`src/rtl/cpu_run_ctrl.sv`:
```
// rtl/cpu_run_ctrl.sv - CPU run controller: reset sequencing, cycle budget, halt detect, optional PC trace (CPU_RUN_CTRL_TRACE_EN)
module cpu_run_ctrl #(
  parameter int PC_W         = 8,
  parameter int CNT_W        = 16,
  parameter int RESET_CYCLES = 2,
  parameter int MAX_CYCLES   = 100,
  parameter int TRACE_DEPTH  = 16,
  localparam int AW          = $clog2(TRACE_DEPTH)
) (
  input  logic             clk,
  input  logic             reset,
  input  logic             start,
  input  logic             cpu_halt,
  input  logic [PC_W-1:0]  cpu_pc,
  output logic             cpu_reset,
  output logic             running,
  output logic             done,
  output logic             timeout,
  output logic [CNT_W-1:0] cycle_count,
  input  logic [AW-1:0]    trace_raddr,
  output logic [PC_W-1:0]  trace_rdata,
  output logic [AW:0]      trace_count
);

  localparam int RW = (RESET_CYCLES > 1) ? $clog2(RESET_CYCLES) : 1;

  typedef enum logic [1:0] {
    S_IDLE = 2'd0,
    S_RST  = 2'd1,
    S_RUN  = 2'd2,
    S_DONE = 2'd3
  } state_t;

  state_t           state_q, state_d;
  logic [RW-1:0]    rst_cnt_q, rst_cnt_d;
  logic [CNT_W-1:0] cycle_count_q, cycle_count_d;
  logic             timeout_q, timeout_d;
  logic             cpu_reset_q, cpu_reset_d;
  logic             running_q, running_d;
  logic             done_q, done_d;
  logic             trace_clr;

  // Next-state, counter and flag computation; outputs are decoded from the next state so they register cleanly
  always_comb begin
    state_d       = state_q;
    rst_cnt_d     = rst_cnt_q;
    cycle_count_d = cycle_count_q;
    timeout_d     = timeout_q;
    trace_clr     = 1'b0;
    case (state_q)
      S_IDLE: begin
        cycle_count_d = '0;
        timeout_d     = 1'b0;
        trace_clr     = 1'b1;
        rst_cnt_d     = '0;
        if (start) begin
          state_d = S_RST;
        end
      end
      S_RST: begin
        if (rst_cnt_q == RW'(RESET_CYCLES - 1)) begin
          state_d = S_RUN;
        end else begin
          rst_cnt_d = rst_cnt_q + RW'(1);
        end
      end
      S_RUN: begin
        cycle_count_d = cycle_count_q + CNT_W'(1);
        // Halt takes priority over budget exhaustion in the same cycle
        if (cpu_halt) begin
          state_d   = S_DONE;
          timeout_d = 1'b0;
        end else if (cycle_count_d == CNT_W'(MAX_CYCLES)) begin
          state_d   = S_DONE;
          timeout_d = 1'b1;
        end
      end
      S_DONE: begin
        if (start) begin
          state_d       = S_RST;
          rst_cnt_d     = '0;
          cycle_count_d = '0;
          timeout_d     = 1'b0;
          trace_clr     = 1'b1;
        end
      end
      default: state_d = S_IDLE;
    endcase
    cpu_reset_d = (state_d != S_RUN);
    running_d   = (state_d == S_RUN);
    done_d      = (state_d == S_DONE);
  end

  // State machine and registered control outputs
  always_ff @(posedge clk) begin
    if (reset) begin
      state_q       <= S_IDLE;
      rst_cnt_q     <= '0;
      cycle_count_q <= '0;
      timeout_q     <= 1'b0;
      cpu_reset_q   <= 1'b1;
      running_q     <= 1'b0;
      done_q        <= 1'b0;
    end else begin
      state_q       <= state_d;
      rst_cnt_q     <= rst_cnt_d;
      cycle_count_q <= cycle_count_d;
      timeout_q     <= timeout_d;
      cpu_reset_q   <= cpu_reset_d;
      running_q     <= running_d;
      done_q        <= done_d;
    end
  end

  assign cpu_reset   = cpu_reset_q;
  assign running     = running_q;
  assign done        = done_q;
  assign timeout     = timeout_q;
  assign cycle_count = cycle_count_q;

`ifdef CPU_RUN_CTRL_TRACE_EN
  logic [PC_W-1:0] trace_mem [TRACE_DEPTH];
  logic [AW-1:0]   wr_ptr_q, wr_ptr_d;
  logic [AW:0]     tcount_q, tcount_d;
  logic [PC_W-1:0] last_pc_q, last_pc_d;
  logic [PC_W-1:0] trace_rdata_q, trace_rdata_d;
  logic [AW-1:0]   oldest, rd_idx;
  logic            trace_wr;

  // Record on the first RUN cycle of a run and whenever the PC moves
  assign trace_wr = (state_q == S_RUN) && ((tcount_q == '0) || (cpu_pc != last_pc_q));

  // Write pointer, fill level and read-address translation (raddr 0 is always the oldest entry)
  always_comb begin
    wr_ptr_d  = wr_ptr_q;
    tcount_d  = tcount_q;
    last_pc_d = last_pc_q;
    if (trace_clr) begin
      wr_ptr_d = '0;
      tcount_d = '0;
    end else if (trace_wr) begin
      wr_ptr_d  = wr_ptr_q + AW'(1);
      last_pc_d = cpu_pc;
      if (tcount_q != (AW+1)'(TRACE_DEPTH)) begin
        tcount_d = tcount_q + (AW+1)'(1);
      end
    end
    oldest        = (tcount_q == (AW+1)'(TRACE_DEPTH)) ? wr_ptr_q : '0;
    rd_idx        = oldest + trace_raddr;
    trace_rdata_d = trace_mem[rd_idx];
  end

  // Trace bookkeeping registers and registered read port
  always_ff @(posedge clk) begin
    if (reset) begin
      wr_ptr_q      <= '0;
      tcount_q      <= '0;
      last_pc_q     <= '0;
      trace_rdata_q <= '0;
    end else begin
      wr_ptr_q      <= wr_ptr_d;
      tcount_q      <= tcount_d;
      last_pc_q     <= last_pc_d;
      trace_rdata_q <= trace_rdata_d;
    end
  end

  // Trace storage; contents need no reset because the fill level gates what is meaningful
  always_ff @(posedge clk) begin
    if (!reset && trace_wr && !trace_clr) begin
      trace_mem[wr_ptr_q] <= cpu_pc;
    end
  end

  assign trace_rdata = trace_rdata_q;
  assign trace_count = tcount_q;
`else
  logic unused_trace;
  assign unused_trace = ^{trace_raddr, cpu_pc, trace_clr};
  assign trace_rdata  = '0;
  assign trace_count  = '0;
`endif

endmodule

```
`config.mk`:
```
export PLATFORM = sky130hd
export DESIGN_NAME = cpu_run_ctrl
export DESIGN_NICKNAME = d
export VERILOG_FILES = /design/src/rtl/cpu_run_ctrl.sv
export SDC_FILE = /design/constraint.sdc
export NUM_CORES = 1
export LEC_CHECK = 0
export BUFFER_PORTS_ARGS = -buffer_cell sky130_fd_sc_hd__buf_2
export CAP_MARGIN = 30
export CORE_MARGIN = 4
export CORE_UTILIZATION = 51
export DETAILED_ROUTE_END_ITERATION = 16
export GPL_ROUTABILITY_DRIVEN = 1
export GPL_TIMING_DRIVEN = 0
export PLACE_DENSITY_LB_ADDON = 0.3
export SYNTH_ARGS = -nofsm -noshare
export SYNTH_HDL_FRONTEND = slang
export SYNTH_SLANG_ARGS = --single-unit
```
`constraint.sdc`:
```
create_clock -name clk -period 2.94 [get_ports clk]
set_input_delay 0.294 -clock clk [delete_from_list [all_inputs] [get_ports clk]]
set_output_delay 0.294 -clock clk [all_outputs]
set_load 0.03 [all_outputs]
```
==> flow_metrics.env, run 1 <==
export IMPL_status="finished, final reports clean"
export IMPL_root_buffer="clkbuf_4"
export IMPL_wl_um=3430
export IMPL_synth_top_area_frac=0.298
export IMPL_vias_per_cell=5.55
export IMPL_dieArea_um2=3970
export IMPL_p_total_mw=0.977
export IMPL_ctsHoldBuffers=0
export IMPL_postRouteAntennaNets=0
export IMPL_grt_max_degree=14
export IMPL_yosysMostFrequentCell="dfxtp_1"
export IMPL_crit_slowest_cell="or4_4"
export IMPL_wl_met2_um=1520
export IMPL_slowest_delay_ns=0.54
export IMPL_fin_crit_ns=2.39
export IMPL_design_area_um2=1770
export IMPL_crit_chain="ha_1 > nand3_2 > nor4_1 > xor2_1 > or4_4 > o21a_1"
export IMPL_holdPathStages=4
export IMPL_wl_met1_um=1680
export IMPL_wl_per_cell_um=12.7
export IMPL_fin_setup_tns_ns=0
export IMPL_worstHoldEndpoint="timeout"
export IMPL_path_clk_slew_ns=0.13
export IMPL_end_kind="flip-flop"
export IMPL_antenna_found_initial=0
export IMPL_track_usage=0.178
export IMPL_dp_cells=267
export IMPL_layout_drive_gt1_share=0.221
export IMPL_relSlewSlack=0.539
export IMPL_path_delay_family="simple AND/OR/NAND/NOR gates"
export IMPL_fill_cells=280
export IMPL_regToRegSetupSlack_ns=0.55
export IMPL_path_max_fanout=9
export IMPL_rsz0062_at_grt="no"
export IMPL_initial_utilization=0.545
export IMPL_crit_type="flip-flop to flip-flop"
export IMPL_hp_start="reset"
export IMPL_highest_signal_layer="met4"
export IMPL_tightest_slew_ns=0.689
export IMPL_cts_resized=0
export IMPL_synth_top_area_cell="dfxtp_1"
export IMPL_worst_hold_slack_ns=0.267
export IMPL_coreArea_um2=2830
export IMPL_pwr_density_cell_nw_per_um2=552
export IMPL_crit_required_ns=3.18
export IMPL_post_cts_repair_setup_buffers=0
export IMPL_fin_nets=263
export IMPL_postSynth_asyncResetShare=0
export IMPL_wl_met3_um=176
export IMPL_dpl_cell_area_um2=1740
export IMPL_ff2ff_path_depth=6
export IMPL_setup_viol=0
export IMPL_drtIter0Drc=81
export IMPL_synth_seq_cells=23
export IMPL_num_antenna_cells=0
export IMPL_rows=19
export IMPL_die_w_um=63
export IMPL_gp_congestion=0.815
export IMPL_layout_worst_path_cycle_share=0.811
export IMPL_r2r_end="running"
export IMPL_drc=0
export IMPL_critPathArrivalTime_ns=2.62
export IMPL_synthFlopType="dfxtp_1"
export IMPL_synthCells=201
export IMPL_start_kind="flip-flop"
export IMPL_power_leakage_nw=0.775
export IMPL_synth_edf_count=0
export IMPL_drv_cap=0
export IMPL_grt_pass1_wl_um=5760
export IMPL_portBuffers=23
export IMPL_hp_class="input pin to flip-flop"
export IMPL_grt_remaining_overflow=0
export IMPL_firstDrtPassIters=4
export IMPL_yosys_warnings=0
export IMPL_finalHoldViolCount=0
export IMPL_clock_latency_ns=0.32
export IMPL_clk_path_buf_depth=2
export IMPL_critPathBufInv=0
export IMPL_syn_mean_instance_area_um2=7.68
export IMPL_vdd_ir_drop_max_uv=435
export IMPL_cts_max_level=1
export IMPL_synth_distinct_cells=48
export IMPL_max_freq_mhz=419
export IMPL_area_growth_pct=14.7
export IMPL_dp_hpwl_um=2480
export IMPL_clkSinkCount=23
export IMPL_seq_area_frac_synth=0.298
export IMPL_vias=1504
export IMPL_netlist_area_um2=1540
export IMPL_synthTopCellsByCount="dfxtp_1, nor2_1, a21oi_1"
export IMPL_fin_skew_ns=0.00587
export IMPL_drv_slew=0
export IMPL_grt_pass1_vias=1271
export IMPL_fin_cells=271
export IMPL_io_pins=49
export IMPL_cts_tree="done"
export IMPL_die_h_um=63
export IMPL_r2r_start="cycle_count[0]"
export IMPL_ys_top_cells_by_area="dfxtp_1, buf_4, a21oi_1, nor2_1, ha_1"
export IMPL_cts_made_buffers=3
power breakdown:
| group | internal (mW) | switching, mW | leakage [nW] |
|---|---|---|---|
| Sequential | 0.343 | 0.0292 | 0.186 |
| Combinational | 0.157 | 0.297 | 0.572 |
| Clock | 0.0511 | 0.0995 | 0.0177 |
| Total | 0.551 | 0.425 | 0.775 |
cell type report:
class / count / area, um^2 / share of cell area
clock buffers: 3 / 22.5 / 0.0127
inverters: 5 / 18.8 / 0.0106
clock inverters: 1 / 5.00 / 0.00283
flip-flops and latches: 23 / 460 / 0.260
repair buffers: 23 / 115 / 0.0651
plain buffers: 26 / 160 / 0.0905
well taps: 31 / 38.8 / 0.0219
multi-input cells: 159 / 948 / 0.536
stage by stage:
step,setup slack (ns),utilization
global route,0.373,0.625
finish,0.555,0.625
detailed placement,0.600,0.616
CTS,0.579,0.625
global placement,0.608,0.616
floorplan,0.567,-
worst reg2reg max path: cells and delay by family (launching register included):
kind            cells  cell delay, ns
simple gates        3            1.19
flops               1            0.49
fa+ha+maj           1            0.29
compound gates      1            0.20
xor+xnor            1            0.12
logic make-up (layout without fill, tap and decap cells):
group	count (synthesis)	count (layout)	synth area share
simple gates	82	82	0.297
compound gates	52	52	0.203
buf+inv	31	58	0.116
flops	23	23	0.298
fa+ha+maj	6	6	0.0487
xor+xnor	5	5	0.0284
other cells	1	13	0.00243
mux	1	1	0.00649
cell usage in the layout (no fill, tap or decap), drive strengths merged, types with 5 or more instances in the layout:
master | netlist | final
buf | 17 | 40
dfxtp | 23 | 23
nor2 | 21 | 21
a21oi | 18 | 18
nand2 | 15 | 15
o21ai | 15 | 15
conb | 1 | 13
clkbuf | 9 | 12
nand3 | 8 | 8
nor4 | 7 | 7
ha | 6 | 6
inv | 5 | 5
nor3 | 5 | 5
nand4 | 5 | 5
or3 | 5 | 5
state kept, by name, summed over array words and instances, names as in the netlist:
signal	cells
cpu_reset	1
timeout	1
state_q	2
rst_cnt_q	1
done	1
cycle_count	16
running	1
how the worst max path moves through the flow:
stage                    from      end  slack [ns]  cells past startpoint
3_5_place_dp   cycle_count[0]  running        0.60                      6
3_3_place_gp   cycle_count[0]  running        0.61                      6
2_1_floorplan  cycle_count[0]  running        0.57                      6
5_1_grt        cycle_count[1]  running        0.37                      6
6_report       cycle_count[0]  running        0.55                      6
4_1_cts        cycle_count[0]  running        0.58                      6
metal layers:
metal / track usage / up-vias
met4: 0.0716 / 0
met2: 0.277 / 47
li1: - / 783
met3: 0.0270 / 7
met5: 0 / -
met1: 0.245 / 667
Power figures use the tool's default switching activity.
==> inputs of run 2 (changes only) <==
- ABC_AREA: default -> 1
- CORE_UTILIZATION: 51 -> 45
- clock period: 2.94 -> 2.1 ns (I/O delays scaled with it)
==> run 2 against run 1 <==
Critical path depth rose by 10; die area rose by 7.1%; count of clock-buffer cells in the layout is 1 higher; global-route usage is 1.4 points lower; clock power rose by 39%; setup slack got worse by 0.37 ns; synthesized area is 4.5% lower; sequential power increased by 47%; cell count grew 18%; first-iteration DRC count increased by 36%; critical path type unchanged; critical endpoint unchanged; largest cell class unchanged; highest routed layer unchanged.
==> flow_metrics.env, run 2 <==
export IMPL_setup_viol=0
export IMPL_pre_cts_ws_ns=-0.223
export IMPL_r2r_start="cycle_count[0]"
export IMPL_fin_crit_ns=1.91
export IMPL_vias=1524
export IMPL_dieArea_um2=4250
export IMPL_synth_seq_cells=23
export IMPL_end_kind="flip-flop"
export IMPL_wl_um=3440
export IMPL_rsz0062_at_grt="no"
export IMPL_crit_required_ns=2.32
export IMPL_netlist_area_um2=1470
export IMPL_fin_skew_ns=0.0152
export IMPL_power_switching_mw=0.560
export IMPL_hp_start="cpu_halt"
export IMPL_synth_edf_count=0
export IMPL_synth_distinct_cells=22
export IMPL_pwr_density_cell_nw_per_um2=720
export IMPL_worst_hold_slack_ns=0.199
export IMPL_grt_pass1_wl_um=5660
export IMPL_worstHoldEndpoint="timeout"
export IMPL_die_h_um=65.2
export IMPL_coreArea_um2=3100
export IMPL_path_clk_slew_ns=0.13
export IMPL_fin_nets=300
export IMPL_rows=20
export IMPL_setup_slack_ns=0.188
export IMPL_yosysMostFrequentCell="nand2_1"
export IMPL_synth_top_area_frac=0.313
export IMPL_utilization=0.584
export IMPL_status="finished, final reports clean"
export IMPL_switching_share=0.429
export IMPL_holdPathStages=4
export IMPL_vdd_ir_drop_max_uv=700
export IMPL_r2r_end="running"
export IMPL_dpl_cell_area_um2=1680
export IMPL_die_w_um=65.2
export IMPL_critPathArrivalTime_ns=2.13
export IMPL_gp_congestion=0.869
export IMPL_synthTopCellsByCount="nand2_1, inv_1, dfxtp_1"
export IMPL_ff2ff_path_depth=16
export IMPL_area_growth_pct=23.1
export IMPL_synthFlopType="dfxtp_1"
export IMPL_postSynth_asyncResetShare=0
export IMPL_vias_per_cell=4.75
export IMPL_finalHoldViolCount=0
export IMPL_seq_area_frac_synth=0.313
export IMPL_largest_reg_flops=16
export IMPL_seqPwrFrac=0.420
export IMPL_cts_tree="done"
export IMPL_grt_remaining_overflow=0
export IMPL_drc=0
export IMPL_ys_top_cells_by_area="dfxtp_1, nand2_1, inv_1, buf_4, a21oi_1"
export IMPL_syn_mean_instance_area_um2=6.29
export IMPL_p_int_mw=0.746
export IMPL_yosys_warnings=0
export IMPL_drv_slew=0
export IMPL_max_freq_mhz=523
export IMPL_design_area_um2=1810
export IMPL_firstDrtPassIters=4
export IMPL_cts_made_buffers=3
export IMPL_num_antenna_cells=0
export IMPL_antenna_found_initial=0
export IMPL_crit_type="flip-flop to flip-flop"
export IMPL_grt_max_degree=13
export IMPL_power_leakage_nw=0.797
export IMPL_fill_cells=334
export IMPL_track_usage=0.164
export IMPL_start_kind="flip-flop"
export IMPL_fin_cells=321
export IMPL_portBuffers=22
export IMPL_clock_latency_ns=0.32
export IMPL_clk_path_buf_depth=2
export IMPL_p_clk_frac=0.161
export IMPL_final_common_cell="nand2_1"
export IMPL_cts_max_level=1
export IMPL_root_buffer="clkbuf_4"
export IMPL_p_comb_frac=0.419
export IMPL_clkSinkCount=23
export IMPL_path_max_fanout=5
export IMPL_layout_worst_path_cycle_share=0.911
export IMPL_io_pins=49
export IMPL_wl_per_cell_um=10.7
export IMPL_dp_cells=312
export IMPL_hp_class="input pin to flip-flop"
export IMPL_grt_pass1_vias=1262
export IMPL_regToRegSetupSlack_ns=0.19
export IMPL_mostFrequentLayoutCells="nand2_1, inv_1, buf_2"
export IMPL_layout_drive_gt1_share=0.235
export IMPL_dp_hpwl_um=2530
export IMPL_initial_utilization=0.475
export IMPL_postRouteAntennaNets=0
export IMPL_drv_cap=0
export IMPL_drtIter0Drc=110
export IMPL_synth_top_area_cell="dfxtp_1"
export IMPL_synthCells=234
==> run 2: changes by cell type after synthesis, moves of 4 or more <==
cell,change
inv_1,+24
nor2_2,+5
nor4_1,-6
clkbuf_1,-5
nand3_1,+9
nor3_1,-4
o21ai_0,-7
nand2_1,+63
==> run 2: cells by family after synthesis <==
group | count (synthesis) | synth area share
other | 1 | 0.00255
AOI/OAI and AO/OA | 27 | 0.0960
and+or+nand+nor | 129 | 0.376
xor gates and xnor gates | 2 | 0.0119
buffers and inverters | 46 | 0.150
adders and majority gates | 6 | 0.0510
DFF | 23 | 0.313
==> run 2: how the worst max path moves through the flow <==
| stage | start | end | cells after the start |
|---|---|---|---|
| floorplan | cycle_count[1] | running | 16 |
| finish | cycle_count[0] | running | 16 |
| global route | cycle_count[0] | running | 16 |
| global placement | state_q[1] | cycle_count[1] | 8 |
| CTS | cycle_count[0] | running | 16 |
| detailed placement | state_q[1] | cycle_count[14] | 8 |
==> run 2: layout make-up <==
type | count | area [um^2] | share of cell area
repair buffers | 27 | 148 | 0.0814
inverters | 29 | 109 | 0.0600
clock buffers | 4 | 26.3 | 0.0145
plain buffers | 17 | 114 | 0.0628
flip-flops and latches | 23 | 473 | 0.261
multi-input cells | 177 | 888 | 0.490
well taps | 44 | 55.1 | 0.0304
==> run 2: power groups by stage <==
stage | Clock [mW] | Combinational [mW] | Sequential (mW)
global route | 0.233 | 0.621 | 0.557
CTS | 0.216 | 0.496 | 0.541
floorplan | 0 | 0.318 | 0.600
detailed placement | 0 | 0.487 | 0.549
finish | 0.210 | 0.547 | 0.548
global placement | 0 | 0.482 | 0.549
==> run 2: critical path, stage by stage (launching register included) <==
cell and delay, ns:
dfxtp_4 0.40, ha_4 0.16, nand2_2 0.09, nor2_4 0.17
nand3_1 0.11, nand2_1 0.08, nand2_1 0.04, nor2_1 0.08
nand2_1 0.08, nor2_2 0.14, nand2_1 0.08, nand3_1 0.07
nand2_1 0.06, nand2_1 0.07, nand2_2 0.06, nand3_1 0.09
inv_1 0.04
==> run 2: stage by stage <==
step / power [mW] / setup TNS, ns
after floorplan: 0.918 / 0
after global placement: 1.03 / -1.74
after detailed placement: 1.04 / -1.86
after CTS: 1.25 / 0
after global routing: 1.41 / 0
final: 1.31 / 0
==> run 2: layer usage <==
layer	GRT usage	vias to the layer above	wire (um)
met5	0	-	0
met4	0.0311	0	16
met3	0.0393	2	210
met2	0.268	40	1670
met1	0.220	680	1540
li1	-	802	-
==> run 2: timing repair <==
item                       in CTS  in global routing
buffers inserted                0                  5
pin swaps                       0                  5
hold buffers                    0                  0
resized for setup               5                 16
setup endpoints to repair      11                 15
==> inputs of run 3 (changes only) <==
- CORE_ASPECT_RATIO: default -> 0.75
==> run 3 against run 2 <==
Total power rose by 7.3%; die area grew 0.22%; clock power increased by 34%; cell area rose by 4.8%; cell count fell by 0.62%; sequential share of layout area is 1.1 points lower; register-to-register slack about the same; count of clock-buffer cells in the layout unchanged; clock skew fell by 0.0090 ns; critical path type unchanged; critical path depth up 1.
==> flow_metrics.env, run 3 (synthesis gave the netlist of run 2 again) <==
export IMPL_status="finished, final reports clean"
export IMPL_start_kind="flip-flop"
export IMPL_seq_area_um2=475
export IMPL_largest_reg_flops=16
export IMPL_max_freq_mhz=526
export IMPL_vias=1508
export IMPL_clk_path_buf_depth=2
export IMPL_power_leakage_nw=0.846
export IMPL_cts_tree="done"
export IMPL_path_clk_slew_ns=0.09
export IMPL_vdd_ir_drop_max_uv=756
export IMPL_initial_utilization=0.484
export IMPL_critPathArrivalTime_ns=2.05
export IMPL_cts_made_buffers=3
export IMPL_wl_um=3640
export IMPL_die_h_um=57.5
export IMPL_num_antenna_cells=0
export IMPL_dieArea_um2=4260
export IMPL_final_common_cell="nand2_1"
export IMPL_cts_max_level=1
export IMPL_clkSinkCount=23
export IMPL_drc=0
export IMPL_drv_slew=0
export IMPL_hp_class="input pin to flip-flop"
export IMPL_postRouteAntennaNets=0
export IMPL_path_delay_family="simple AND/OR/NAND/NOR gates"
export IMPL_vias_per_cell=4.73
export IMPL_fin_crit_ns=1.90
export IMPL_track_usage=0.170
export IMPL_rsz0062_at_grt="yes"
export IMPL_mostFrequentLayoutCells="nand2_1, inv_1, buf_4, buf_2, a21oi_1"
export IMPL_multi_input_area_um2=931
export IMPL_area_growth_pct=29.0
export IMPL_pwr_density_cell_nw_per_um2=738
export IMPL_firstDrtPassIters=4
export IMPL_gp_congestion=0.837
export IMPL_fill_cells=289
export IMPL_crit_type="flip-flop to flip-flop"
export IMPL_tightest_slew_ns=0.532
export IMPL_portBuffers=22
export IMPL_crit_slowest_cell="dfxtp_4"
export IMPL_relSlewSlack=0.645
export IMPL_wl_per_cell_um=11.4
export IMPL_ctsHoldBuffers=0
export IMPL_layout_drive_gt1_share=0.278
export IMPL_rows=17
export IMPL_worst_hold_slack_ns=0.253
export IMPL_layout_worst_path_cycle_share=0.905
export IMPL_path_max_fanout=5
export IMPL_clock_latency_ns=0.27
export IMPL_fin_skew_ns=0.00623
export IMPL_setup_viol=0
export IMPL_utilization=0.624
export IMPL_drv_cap=0
export IMPL_grt_max_degree=13
export IMPL_grt_pass1_wl_um=5640
export IMPL_end_kind="flip-flop"
export IMPL_critPathBufInv=1
export IMPL_dp_hpwl_um=2600
export IMPL_crit_required_ns=2.25
export IMPL_io_pins=49
export IMPL_coreArea_um2=3040
export IMPL_die_w_um=74.1
export IMPL_drtIter0Drc=117
export IMPL_crit_chain="ha_4 > nand2_4 > nor2_4 > buf_4 > nand2_1 > nand2_1 > nand2_1 > nand2_1 > nor2_1 > nand2_1 > nor2_2 > nand2_1 > nand3_1 > nand2_1 > nand2_1 > nand2_2 > nand3_2"
export IMPL_root_buffer="clkbuf_8"
export IMPL_fin_nets=304
export IMPL_antenna_found_initial=0
export IMPL_finalHoldViolCount=0
export IMPL_grt_remaining_overflow=0
export IMPL_crit_path_frequent_cell="nand2_1"
export IMPL_slowest_delay_ns=0.38
export IMPL_grt_pass1_vias=1251
[run 3: cell count changes in the layout (fill, tap and decap cells not counted), sizes merged]
cell,delta
buf,+4
[run 3: per-stage QoR]
stage	power (mW)	TNS (ns)	setup slack, ns	std cells	area (um^2)
finish	1.40	0	0.200	319	1900
CTS	1.32	0	0.0148	310	1730
global route	1.50	-0.0562	-0.0394	319	1900
floorplan	0.918	0	0.0236	246	1520
global placement	1.04	-1.72	-0.184	306	1680
detailed placement	1.04	-1.93	-0.202	306	1680
[run 3: metal layers]
metal  GRT usage  vias to the layer above  part of all wire
li1            -                      812                 -
met2       0.242                       45              0.43
met3      0.0440                        2             0.068
met5           0                        -                 0
met4      0.0362                        0            0.0041
met1       0.254                      649              0.50
[run 3: cell type report]
type,instances,area share
Buffer,17,0.0599
Clock buffer,4,0.0237
Inverter,29,0.0573
Multi-Input combinational cell,177,0.490
Sequential cell,23,0.250
Tap cell,38,0.0250
Timing Repair Buffer,31,0.0935
[run 3: timing repair]
action                     4_1_cts  5_1_grt
pin swaps                        0        7
buffers inserted                 0        9
setup endpoints to repair       12       15
resized for setup                4       29
[run 3: where the power goes]
| group | internal (mW) | leakage, nW | switching (mW) | total (mW) |
|---|---|---|---|---|
| Sequential | 0.496 | 0.191 | 0.0517 | 0.547 |
| Combinational | 0.180 | 0.633 | 0.391 | 0.571 |
| Clock | 0.136 | 0.0228 | 0.147 | 0.282 |
[run 3: final timing paths]
check / to / cells after the start / slack, ns / startpoint
max: cpu_reset / 17 / 0.20 / cycle_count[0]
min: timeout / 4 / 0.25 / cpu_halt
max reg2reg: cpu_reset / 17 / 0.20 / cycle_count[0]
min reg2reg: timeout / 2 / 0.47 / timeout
[run 3: worst reg2reg max path, cell delays in order, from the launching register on]
cell and delay (ns):
dfxtp_4 0.38, ha_4 0.18, nand2_4 0.07, nor2_4 0.19, buf_4 0.14, nand2_1 0.04, nand2_1 0.07, nand2_1 0.05
nand2_1 0.06, nor2_1 0.04, nand2_1 0.07, nor2_2 0.05, nand2_1 0.07, nand3_1 0.06, nand2_1 0.06, nand2_1 0.06
nand2_2 0.10, nand3_2 0.08
